**src/rtl/asi_reg_arb.sv**
```systemverilog
// asi_reg_arb: round-robin arbiter between the register write and read
// request channels, sequencing one access at a time onto a shared req/ack
// register port with wait-state timeout and word-address decode check.
module asi_reg_arb #(
   parameter int REG_AW  = 20,
   parameter int REG_DW  = 32,
   parameter int L       = $clog2(REG_DW/8),
   parameter int REG_NUM = 1024,
   parameter int TIMEOUT = 256
) (
   input  logic                  clk,
   input  logic                  rst,
   input  logic [REG_AW-L-1:0]   w_addr,
   input  logic [REG_DW-1:0]     w_data,
   input  logic [REG_DW/8-1:0]   w_strb,
   input  logic                  w_valid,
   output logic                  w_ready,
   output logic                  w_err,
   input  logic [REG_AW-L-1:0]   r_addr,
   input  logic                  r_valid,
   output logic                  r_ready,
   output logic [REG_DW-1:0]     r_rdata,
   output logic                  r_err,
   output logic                  reg_req,
   output logic                  reg_we,
   output logic [REG_AW-L-1:0]   reg_addr,
   output logic [REG_DW-1:0]     reg_wdata,
   output logic [REG_DW/8-1:0]   reg_wstrb,
   input  logic                  reg_ack,
   input  logic [REG_DW-1:0]     reg_rdata
);

   localparam int AW = REG_AW - L;
   localparam int SW = REG_DW / 8;
   // a zero TIMEOUT still needs a legal (unused) counter width
   localparam int CW = (TIMEOUT > 0) ? $clog2(TIMEOUT + 1) : 1;

   typedef enum logic [1:0] {IDLE, WR, RD, RESP} state_t;

   state_t            state_q, state_d;
   logic              last_wr_q, last_wr_d;   // 0 = read granted last
   logic [CW-1:0]     cnt_q, cnt_d;
   logic              reg_req_q, reg_req_d;
   logic              reg_we_q, reg_we_d;
   logic [AW-1:0]     reg_addr_q, reg_addr_d;
   logic [REG_DW-1:0] reg_wdata_q, reg_wdata_d;
   logic [SW-1:0]     reg_wstrb_q, reg_wstrb_d;
   logic              w_ready_q, w_ready_d;
   logic              w_err_q, w_err_d;
   logic              r_ready_q, r_ready_d;
   logic              r_err_q, r_err_d;
   logic [REG_DW-1:0] r_rdata_q, r_rdata_d;

   logic              gnt_wr, gnt_rd, dec_err, timeout_hit;
   logic [AW-1:0]     g_addr;
   logic              cpl_en, cpl_we, cpl_err;
   logic [REG_DW-1:0] cpl_rdata;

   // next-state: arbitration, access sequencing and completion reporting
   always_comb begin
      state_d     = state_q;
      last_wr_d   = last_wr_q;
      cnt_d       = cnt_q;
      reg_req_d   = reg_req_q;
      reg_we_d    = reg_we_q;
      reg_addr_d  = reg_addr_q;
      reg_wdata_d = reg_wdata_q;
      reg_wstrb_d = reg_wstrb_q;
      w_ready_d   = 1'b0;
      w_err_d     = w_err_q;
      r_ready_d   = 1'b0;
      r_err_d     = r_err_q;
      r_rdata_d   = r_rdata_q;
      cpl_en      = 1'b0;
      cpl_we      = reg_we_q;
      cpl_err     = 1'b0;
      cpl_rdata   = '0;

      // write wins unless a read is also pending and write went last
      gnt_wr      = w_valid && (!r_valid || !last_wr_q);
      gnt_rd      = r_valid && !gnt_wr;
      g_addr      = gnt_wr ? w_addr : r_addr;
      dec_err     = 32'(g_addr) >= REG_NUM;
      timeout_hit = (TIMEOUT != 0) && (cnt_q == CW'(TIMEOUT - 1));

      case (state_q)
         IDLE: begin
            if (gnt_wr || gnt_rd) begin
               last_wr_d   = gnt_wr;
               reg_we_d    = gnt_wr;
               reg_addr_d  = g_addr;
               reg_wdata_d = gnt_wr ? w_data : '0;
               reg_wstrb_d = gnt_wr ? w_strb : '0;
               cnt_d       = '0;
               if (dec_err) begin
                  // rejected without touching the register port
                  state_d = RESP;
                  cpl_en  = 1'b1;
                  cpl_we  = gnt_wr;
                  cpl_err = 1'b1;
               end else begin
                  reg_req_d = 1'b1;
                  state_d   = gnt_wr ? WR : RD;
               end
            end
         end
         WR, RD: begin
            if (reg_ack) begin
               // ack beats a simultaneous timeout
               reg_req_d = 1'b0;
               state_d   = RESP;
               cpl_en    = 1'b1;
               cpl_rdata = reg_rdata;
            end else if (timeout_hit) begin
               reg_req_d = 1'b0;
               state_d   = RESP;
               cpl_en    = 1'b1;
               cpl_err   = 1'b1;
            end else begin
               cnt_d = cnt_q + CW'(1);
            end
         end
         default: state_d = IDLE;   // RESP: one pulse, never re-samples valid
      endcase

      if (cpl_en) begin
         if (cpl_we) begin
            w_ready_d = 1'b1;
            w_err_d   = cpl_err;
         end else begin
            r_ready_d = 1'b1;
            r_err_d   = cpl_err;
            r_rdata_d = cpl_rdata;
         end
      end
   end

   // state and registered outputs
   always_ff @(posedge clk) begin
      if (rst) begin
         state_q     <= IDLE;
         last_wr_q   <= 1'b0;
         cnt_q       <= '0;
         reg_req_q   <= 1'b0;
         reg_we_q    <= 1'b0;
         reg_addr_q  <= '0;
         reg_wdata_q <= '0;
         reg_wstrb_q <= '0;
         w_ready_q   <= 1'b0;
         w_err_q     <= 1'b0;
         r_ready_q   <= 1'b0;
         r_err_q     <= 1'b0;
         r_rdata_q   <= '0;
      end else begin
         state_q     <= state_d;
         last_wr_q   <= last_wr_d;
         cnt_q       <= cnt_d;
         reg_req_q   <= reg_req_d;
         reg_we_q    <= reg_we_d;
         reg_addr_q  <= reg_addr_d;
         reg_wdata_q <= reg_wdata_d;
         reg_wstrb_q <= reg_wstrb_d;
         w_ready_q   <= w_ready_d;
         w_err_q     <= w_err_d;
         r_ready_q   <= r_ready_d;
         r_err_q     <= r_err_d;
         r_rdata_q   <= r_rdata_d;
      end
   end

   assign w_ready   = w_ready_q;
   assign w_err     = w_err_q;
   assign r_ready   = r_ready_q;
   assign r_err     = r_err_q;
   assign r_rdata   = r_rdata_q;
   assign reg_req   = reg_req_q;
   assign reg_we    = reg_we_q;
   assign reg_addr  = reg_addr_q;
   assign reg_wdata = reg_wdata_q;
   assign reg_wstrb = reg_wstrb_q;

endmodule
```
**config.mk**
```make
export PLATFORM = sky130hd
export DESIGN_NAME = asi_reg_arb
export DESIGN_NICKNAME = d
export VERILOG_FILES = /design/src/rtl/asi_reg_arb.sv
export SDC_FILE = /design/constraint.sdc
export NUM_CORES = 1
export LEC_CHECK = 0
export CAP_MARGIN = 15
export CORE_MARGIN = 8
export CORE_UTILIZATION = 38
export CTS_BUF_LIST = sky130_fd_sc_hd__clkbuf_8
export DETAILED_ROUTE_END_ITERATION = 10
export GPL_TIMING_DRIVEN = 0
export PLACE_DENSITY_LB_ADDON = 0.12
export SLEW_MARGIN = 5
export SYNTH_ARGS = -nofsm -noshare
export SYNTH_HDL_FRONTEND = slang
export SYNTH_SLANG_ARGS = --single-unit
```
**constraint.sdc**
```tcl
create_clock -name clk -period 2.2 [get_ports clk]
set_clock_uncertainty 0.2 [all_clocks]
set_input_delay 0.44 -clock clk [delete_from_list [all_inputs] [get_ports clk]]
set_output_delay 0.44 -clock clk [all_outputs]
set_load 0.01 [all_outputs]
```
[Word level (Yosys, flattened, before mapping)]
Cells that the tools add are included.
Word-level totals
  ROM bits: 0
  latch bits: 0
  RAM bits: 0
  register bits: 103
  memories kept: 0
  output and inout port bits: 92
Operators by class
  shift operators: 0
  reduce and logical (&&, ||, !) cells: 17
  order comparisons: 1
  muxes and demuxes: 32
  $mul: 0
  $add $sub $neg: 1
  bitwise gates (word level): 2
  divide/modulo/power cells: 0
  equality and inequality tests: 8
Operators by type and width (number)
  $mux W32: 3
  $mux W9: 3
  $ge A18 B11 Y1 const B: 1
  $mux W18: 1
  $pmux W9 S2: 1
  $mux W1: 14
  $mux W2: 5
  $add A9 B1 Y9 const B: 1
  $eq A9 B8 Y1 const B: 1
  $ne A2 B2 Y1 const B: 4
  $reduce_and A2 Y1: 4
  $reduce_and A4 Y1: 2
  $pmux W1 S2: 3
  $mux W4: 1
  $pmux W2 S2: 1
  $reduce_or A2 Y1: 2
  $logic_not A1 Y1: 3
  $ne A3 B3 Y1 const B: 1
  $eq A2 B1 Y1 const B: 1
  $eq A2 B2 Y1 const B: 1
  $logic_and A1 B1 Y1: 2
  $logic_not A2 Y1: 1
  $logic_or A1 B1 Y1: 2
  $not A1 Y1: 2
  $reduce_bool A2 Y1: 1

[Logic depth before layout (Yosys ltp)]
  depth after elaboration: 10
  depth in mapped cells: 9

[Worst setup path after synthesis]
Ideal clock, no wire load.
  path kind: register to register
  start: reg cnt_q[0]
  end: reg cnt_q[5]
  library setup time: 0.070 ns
  data required time: 1.930 ns
  path buffers: 0
  arrival time: 2.101 ns
  clock period less this slack: 2.371 ns
  cell stages (with the launch flop): 9
  setup slack: -0.171 ns
  cell sequence: dfxtp_1 -> ha_1 -> nand3_1 -> nor2_1 -> ha_1 -> o21a_1 -> or4_1 -> or3_1 -> a21oi_1
On the way
  longest elaborated chain between the ends: 4
Ends and longest elaborated chain
  from (decl): RTL line 42  | logic [CW-1:0] cnt_q, cnt_d;
  from (signal assigned): RTL line 157  | cnt_q <= cnt_d;
  $add A9 B1 Y9: RTL line 120  | cnt_d = cnt_q + CW'(1);
  $mux W9: RTL line 114  | end else if (timeout_hit) begin
  $mux W9: RTL line 108  | if (reg_ack) begin
  $pmux W9 S2: RTL line 86  | case (state_q)
Several ways; a longest one is shown, not always the timed one. The select of a mux whose other input is x is not followed.
A chain may end at the register's enable or synchronous reset.

[Final worst setup path]
  start: reg cnt_q[1]
  end: reg cnt_q[5]
Same word-level chain as after synthesis.

==> metrics.cfg <==
[synthesis]
ys_dominant_reg_cell=dfxtp_1
async_flop_share_pct=0
yosysUniqueCellTypes=50
synth_top_area_share_pct=48.8
netlist_instances=449
avgSynthCellArea_um2=9.42
ys_seq_area_share_pct=48.8
synthTopCellsByArea=dfxtp_1, a22oi_1, nor2_1, nand2b_1, o2bb2ai_1
yosys.area.top_type=dfxtp_1
syn-cell-area_mm2=0.00423
yosysWarnings=0
syn-num-nets=562
synth_edf_count=0
synth_seq_cells=103

[cts]
cts-root-buf=clkbuf_8
h-tree-depth=3
clk_latency_ps=370
cts_tree=yes
cts_buffers=9
clk_pin_slew_ps=90
hold_buffers=0
clock_path_buffers=2
cts.sinks=103

[status]
violations=negative setup slack
outcome=finished, violations left

[detailed_routing]
drt-total-wl_um=14700
drt_iter0_drc=180
viasPerCell=5.17
antenna_left=0
wl_per_cell_um=17.7
first_pass_iters=4
dr_total_vias=4294
drc_errors=0

[power]
fin_total_pwr_mw=6.73
peakVddDrop_v=0.000446
power.density_mw_per_mm2=944
p_leak_nw=2.63

[placement]
place_congestion=0.813
dp_hpwl_um=10900
port_buffers=200

[timing]
drv_slew=0
max_freq_mhz=452
maxSlewHeadroom_pct=49.5
rsz0062_at_grt=yes
layout_min_cycle_time_ps=2210
worst_pin_slew_ps=756
worst_slack_ps=-10.4
finalSetupViolations=1
period_share_pct=100
fin_worst_hold_slack_ps=217
hold_viol=0

[finish]
layout-drive-gt1-share_pct=17.6
final_nets=798
syn2layout_area_growth_pct=68.5

[global_route]
grt_pass1_wl_um=22400
antenna_found_initial=1
met2_usage_pct=33.6
use_met3_pct=8.56
overflow=0
track_usage_pct=19.3
grt-busiest-layer=met2
grt_pass1_vias=4366
grt_max_degree=16
gr-usage-met1_pct=20.1

[worst_setup_path]
rr_worst_depth=8
reg2reg_from=cnt_q[1]
reg2reg_to=cnt_q[5]
startpoint_type=flip-flop
cp.arrival_ps=2310
critPathCaptureType=flip-flop
path_max_fanout=5
worstPathRequired_ps=2300
critical_path_class=reg -> reg
r2r_slack_ps=-10

[hold_path]
hp-class=in -> reg
hold_start=r_addr[12]
whs_path_depth=3
hold_path_end=reg_addr[12]

[flow_run]
maxCapViolations=0

[floorplanning]
dieArea_mm2=0.0148
core_mm2=0.0108
rows=38
ioPinCount=201
die_y_um=121
start_util_pct=39.0
die-width_um=121

## cells by family after synthesis
| group | synth area share (%) |
|---|---|
| simple gates | 19.1 |
| flops | 48.8 |
| fa+ha+maj | 1.18 |
| compound gates | 25.8 |
| xor+xnor | 0.621 |
| buf+inv | 4.56 |
## worst max-delay path by stage
stage,cells after the start,startpoint,endpoint
floorplan,5,w_addr[13],r_rdata[12]
global placement,6,w_addr[13],r_rdata[13]
detailed placement,6,w_addr[13],r_rdata[17]
CTS,8,w_addr[11],r_rdata[31]
global route,7,state_q[0],cnt_q[5]
finish,8,cnt_q[1],cnt_q[5]
## report_power, final
part | total, mW | leakage (nW) | switching [mW] | internal (mW)
clock | 1.06 | 0.0868 | 0.635 | 0.427
combinational | 3.24 | 1.70 | 1.59 | 1.65
sequential | 2.43 | 0.843 | 0.193 | 2.23
total | 6.73 | 2.63 | 2.41 | 4.31
## cells in the mapped netlist, drive strengths merged (2+ instances only)
cell     number
nor2         65
dfxtp       103
o211ai        4
a21oi         7
clkbuf       23
o21a          2
nand2b       35
a211oi        7
nand4         3
or3           3
a311oi       19
nand2        47
nor4          3
xor2          2
or4           5
a2111oi       3
buf          12
ha            4
nand3         5
inv           7
o2bb2ai      32
o21ai         5
a22oi        36
## repair_timing
item	in CTS	in global routing
resized for setup	65	40
endpoints found under the setup margin	86	79
gates cloned	3	0
setup buffers	18	6
pin swaps	11	9
## per-layer routing
layer  routed length, um  share of wire [%]
met1                5560                 38
met2                7560                 51
met3                1360                9.3
met4                 206                1.4
met5                   0                  0
## layout make-up
cell class,count,area (um^2)
plain buffers,34,239
clock inverters,5,27.5
repair buffers,226,2290
inverters,7,26.3
fillers,922,3710
multi-input cells,304,2160
diodes,1,2.50
clock buffers,10,138
well taps,140,175
flip-flops and latches,103,2070
## worst max-delay path: stages, from the launching register on
cell	delay, ps
dfxtp_2	350
ha_4	160
nand3_2	70
nor2_2	40
ha_2	190
o21a_4	220
or4_4	430
or3_4	380
a21oi_2	110
## layout by cell type (no fill, tap or decap), drive strengths merged, types with 9 or more instances in the layout
master / instances
clkbuf: 35
buf: 35
nand2b: 35
nand2: 47
dfxtp: 103
o2bb2ai: 32
dlygate4sd2: 13
a22oi: 36
clkdlybuf4s50: 184
nor2: 65
inv: 9
a311oi: 19
## through the flow
step	util, %	setup WS [ps]	area (um^2)	TNS, ps	cells
2_1_floorplan	-	7.65	4250	0	449
3_5_place_dp	59.3	-697	6420	-52760	789
3_3_place_gp	59.3	-630	6420	-48390	789
5_1_grt	65.7	-74.0	7130	-568	830
6_report	65.7	-10.4	7130	-10.4	830
4_1_cts	64.5	0.820	7000	0	825
## registers in the layout (all words and copies together) (netlist names)
| register | flops |
|---|---|
| reg_wdata | 32 |
| r_rdata | 32 |
| reg_wstrb | 4 |
| w_err | 1 |
| reg_addr | 18 |
| r_ready | 1 |
| reg_we | 1 |
| w_ready | 1 |
| cnt_q | 9 |
| reg_req | 1 |
| r_err | 1 |
| state_q | 2 |
No activity file was read; power rests on OpenSTA's default activity.
==> patch (config.mk and constraints unchanged) <==
Re-encode `state_t` (4 states) as one-hot, 4 bits wide.
--- a/src/rtl/asi_reg_arb.sv
+++ b/src/rtl/asi_reg_arb.sv
@@ -35,7 +35,7 @@
    // a zero TIMEOUT still needs a legal (unused) counter width
    localparam int CW = (TIMEOUT > 0) ? $clog2(TIMEOUT + 1) : 1;
 
-   typedef enum logic [1:0] {IDLE, WR, RD, RESP} state_t;
+   typedef enum logic [3:0] {IDLE = 4'b0001, WR = 4'b0010, RD = 4'b0100, RESP = 4'b1000} state_t;
 
    state_t            state_q, state_d;
    logic              last_wr_q, last_wr_d;   // 0 = read granted last
Function: same outputs for any inputs over 10 cycles, from zero or initial values and one cycle with rst high; not proved beyond that.
==> patch against the original RTL <==
Design area is 4.5% lower; die area is 1.5% lower; synthesized cell count is 0.22% higher; count of clock-buffer cells in the layout is 1 lower; sequential cell count is 2 higher; setup slack better by 0.018 ns; area after synthesis is 1.7% lower; first-iteration DRC count is 8.9% higher; wire length is 5.7% lower; critical path type unchanged.
Power is not compared: it rests on default switching activity, and its combinational part moved more than twofold at a synthesized area within 25%.
==> patch: results (changes against the original RTL) <==
Outcome
The flow ran to the end, and the final reports show no timing, DRC or antenna violations.

Pwr
In this run the static leakage power is 2.62 nW. The internal power contribution is 3.10 mW. Across the VDD grid, the largest voltage drop is 0.345 mV.

Placed design
The count of port buffers added during placement is 200 (unchanged). The placed wire-length estimate after detailed placement is 10400 um (-4.9%). The pre-CTS setup slack came to -0.478 ns (+0.220 ns). The cell count after placement is 790 (+0.13%).

The placement-stage cell area was 6330 um2 (-1.4%). The routability congestion estimate from global placement came to 0.789 (-3.0%).

Logic synthesis
The xor and xnor area share after synthesis came to 0.00421 (-0.00200). The sequential area share after synthesis is 0.506 (+0.0181). For this run, the leading register cell type out of synthesis is dfxtp_1. The multiplexer area fraction after synthesis is 0.120 (+0.120). The synthesized net count is 561 (-0.18%). The count of synthesis-stage warnings from yosys came to 0 (unchanged). The share of the synthesized area in compound gates (AO/OA/AOI/OAI) was 0.145 (-0.112). The proportion of register bits with asynchronous set or reset after synthesis is 0 (unchanged). The post-synthesis cell type count is 40 (-20%).

The gate count after technology mapping was 450 (+0.22%). Sorting the synthesized cells by area gives the leading types as dfxtp_1 51%, mux2i_1 12%, a22oi_1 6.5%, nand2_1 6.4%, nor2_1 5.6%. By count the netlist is led by 105 x dfxtp_1, 71 x nand2_1, 62 x nor2_1. The adder-cell share of the synthesized area is 0.00602 (-0.00581).

Worst setup path
The top fanout value on the critical path is 5 (unchanged). The data arrival at the endpoint of the critical path is 2.24 ns (-0.07 ns). The worst reg2reg path startpoint is cnt_q[1]$_SDFFE_PP0P_.

STA classifies the critical path startpoint as a flop.

Finish
The number of nets in the final layout is 784 (-1.8%). The antenna diode count was 0 (-1). The count of fill cells added during filler insertion is 955 (+3.6%). The layout cell share with drive strength beyond 1 came to 0.0973 (-0.0783).

Clocking
The buffers inserted during post-CTS setup optimization is 2 (-16). The deepest level of the CTS H-tree is 3 (unchanged). The number of buffers on the longest clock path is 2 (unchanged). The total of cells resized after clock tree synthesis was 16 (-75%). The clock transition time at the flip-flop clock pins of the worst setup and hold paths came to 0.11 ns (+0.02 ns). The buffer cell driving the clock tree root is clkbuf_8. The number of buffers added by the clock tree synthesis step is 9 (unchanged). The clock latency of the later-clocked register in the worst-skew pair is 0.36 ns.

Routing
The total number of vias is 4115 (-4.2%). The number of DRC markers after the initial detailed-route iteration was 196 (+8.9%). The top layer used by detailed routing is met4. The detailed route wirelength on metal3 is 1390 um (+1.7%).

The number of vias per cell after detailed routing is 5.03 (-2.8%). The total length of routed met2 wires is 6870 um (-9.1%). The detailed-router iteration count before antenna repair came to 4 (unchanged).

The met1 layer wirelength in the final routing was 5370 um (-3.3%). The detail-routed net length per standard cell is 16.9 um (-4.3%).

Hold path
The min-delay analysis places its worst path in the category reg -> reg. The start point of the worst min-delay path is r_rdata[22]$_SDFFE_PP0P_.

GRT
The via count of the first global-routing pass is 4211 (-3.6%). The global-route wire length before repair is 20900 um (-6.9%). The largest net degree at the start of global routing is 19 (+3).

The initial antenna violation count is 0 (-1). The total global routing track utilization is 0.177 (-0.0151).

Timing
The slew of the pin with the lowest slew margin is 0.523 ns (-0.233 ns).
## patch: power by group through the flow
stage,Clock (mW),Sequential (mW),Combinational (mW)
final,1.22,2.06,1.00
after global routing,1.33,2.07,1.08
after CTS,1.26,2.06,0.939
after detailed placement,0,2.10,0.919
after global placement,0,2.10,0.909
after floorplan,0,2.15,0.369
## patch: per-stage QoR
step	util	hold WS, ns
finish	0.633	0.262
global route	0.633	0.289
CTS	0.613	0.266
detailed placement	0.589	0.254
global placement	0.589	0.245
floorplan	-	0.232
## patch: worst paths after layout
kind	endpoint	slack, ns	cells after the start
max	r_rdata[9]$_SDFFE_PP0P_	0.007	10
min	r_rdata[22]$_SDFFE_PP0P_	0.26	2
max reg2reg	r_rdata[9]$_SDFFE_PP0P_	0.007	10
min reg2reg	r_rdata[22]$_SDFFE_PP0P_	0.26	2
## patch: routing by layer
layer | vias to the layer above | GRT usage
met2 | 129 | 0.304
met4 | 0 | 0.0617
met3 | 16 | 0.0807
li1 | 2021 | -
met5 | - | 0
met1 | 1949 | 0.190
## patch: final cells by class
| class | instances | area [um2] | area share |
|---|---|---|---|
| Timing Repair Buffer | 212 | 2130 | 0.313 |
| Sequential cell | 105 | 2110 | 0.310 |
| Multi-Input combinational cell | 305 | 1960 | 0.289 |
| Buffer | 33 | 200 | 0.0294 |
| Tap cell | 140 | 175 | 0.0258 |
| Clock buffer | 9 | 124 | 0.0182 |
| Clock inverter | 7 | 75.1 | 0.0110 |
| Inverter | 7 | 26.3 | 0.00386 |
## patch: worst max-delay path, stage by stage (launching register included)
cell	delay [ns]
dfxtp_2	0.37
ha_4	0.15
nand2_4	0.05
nor3_2	0.13
ha_2	0.22
nor2_4	0.05
nand3b_1	0.19
o32a_1	0.25
buf_6	0.18
clkbuf_16	0.16
mux2i_1	0.12
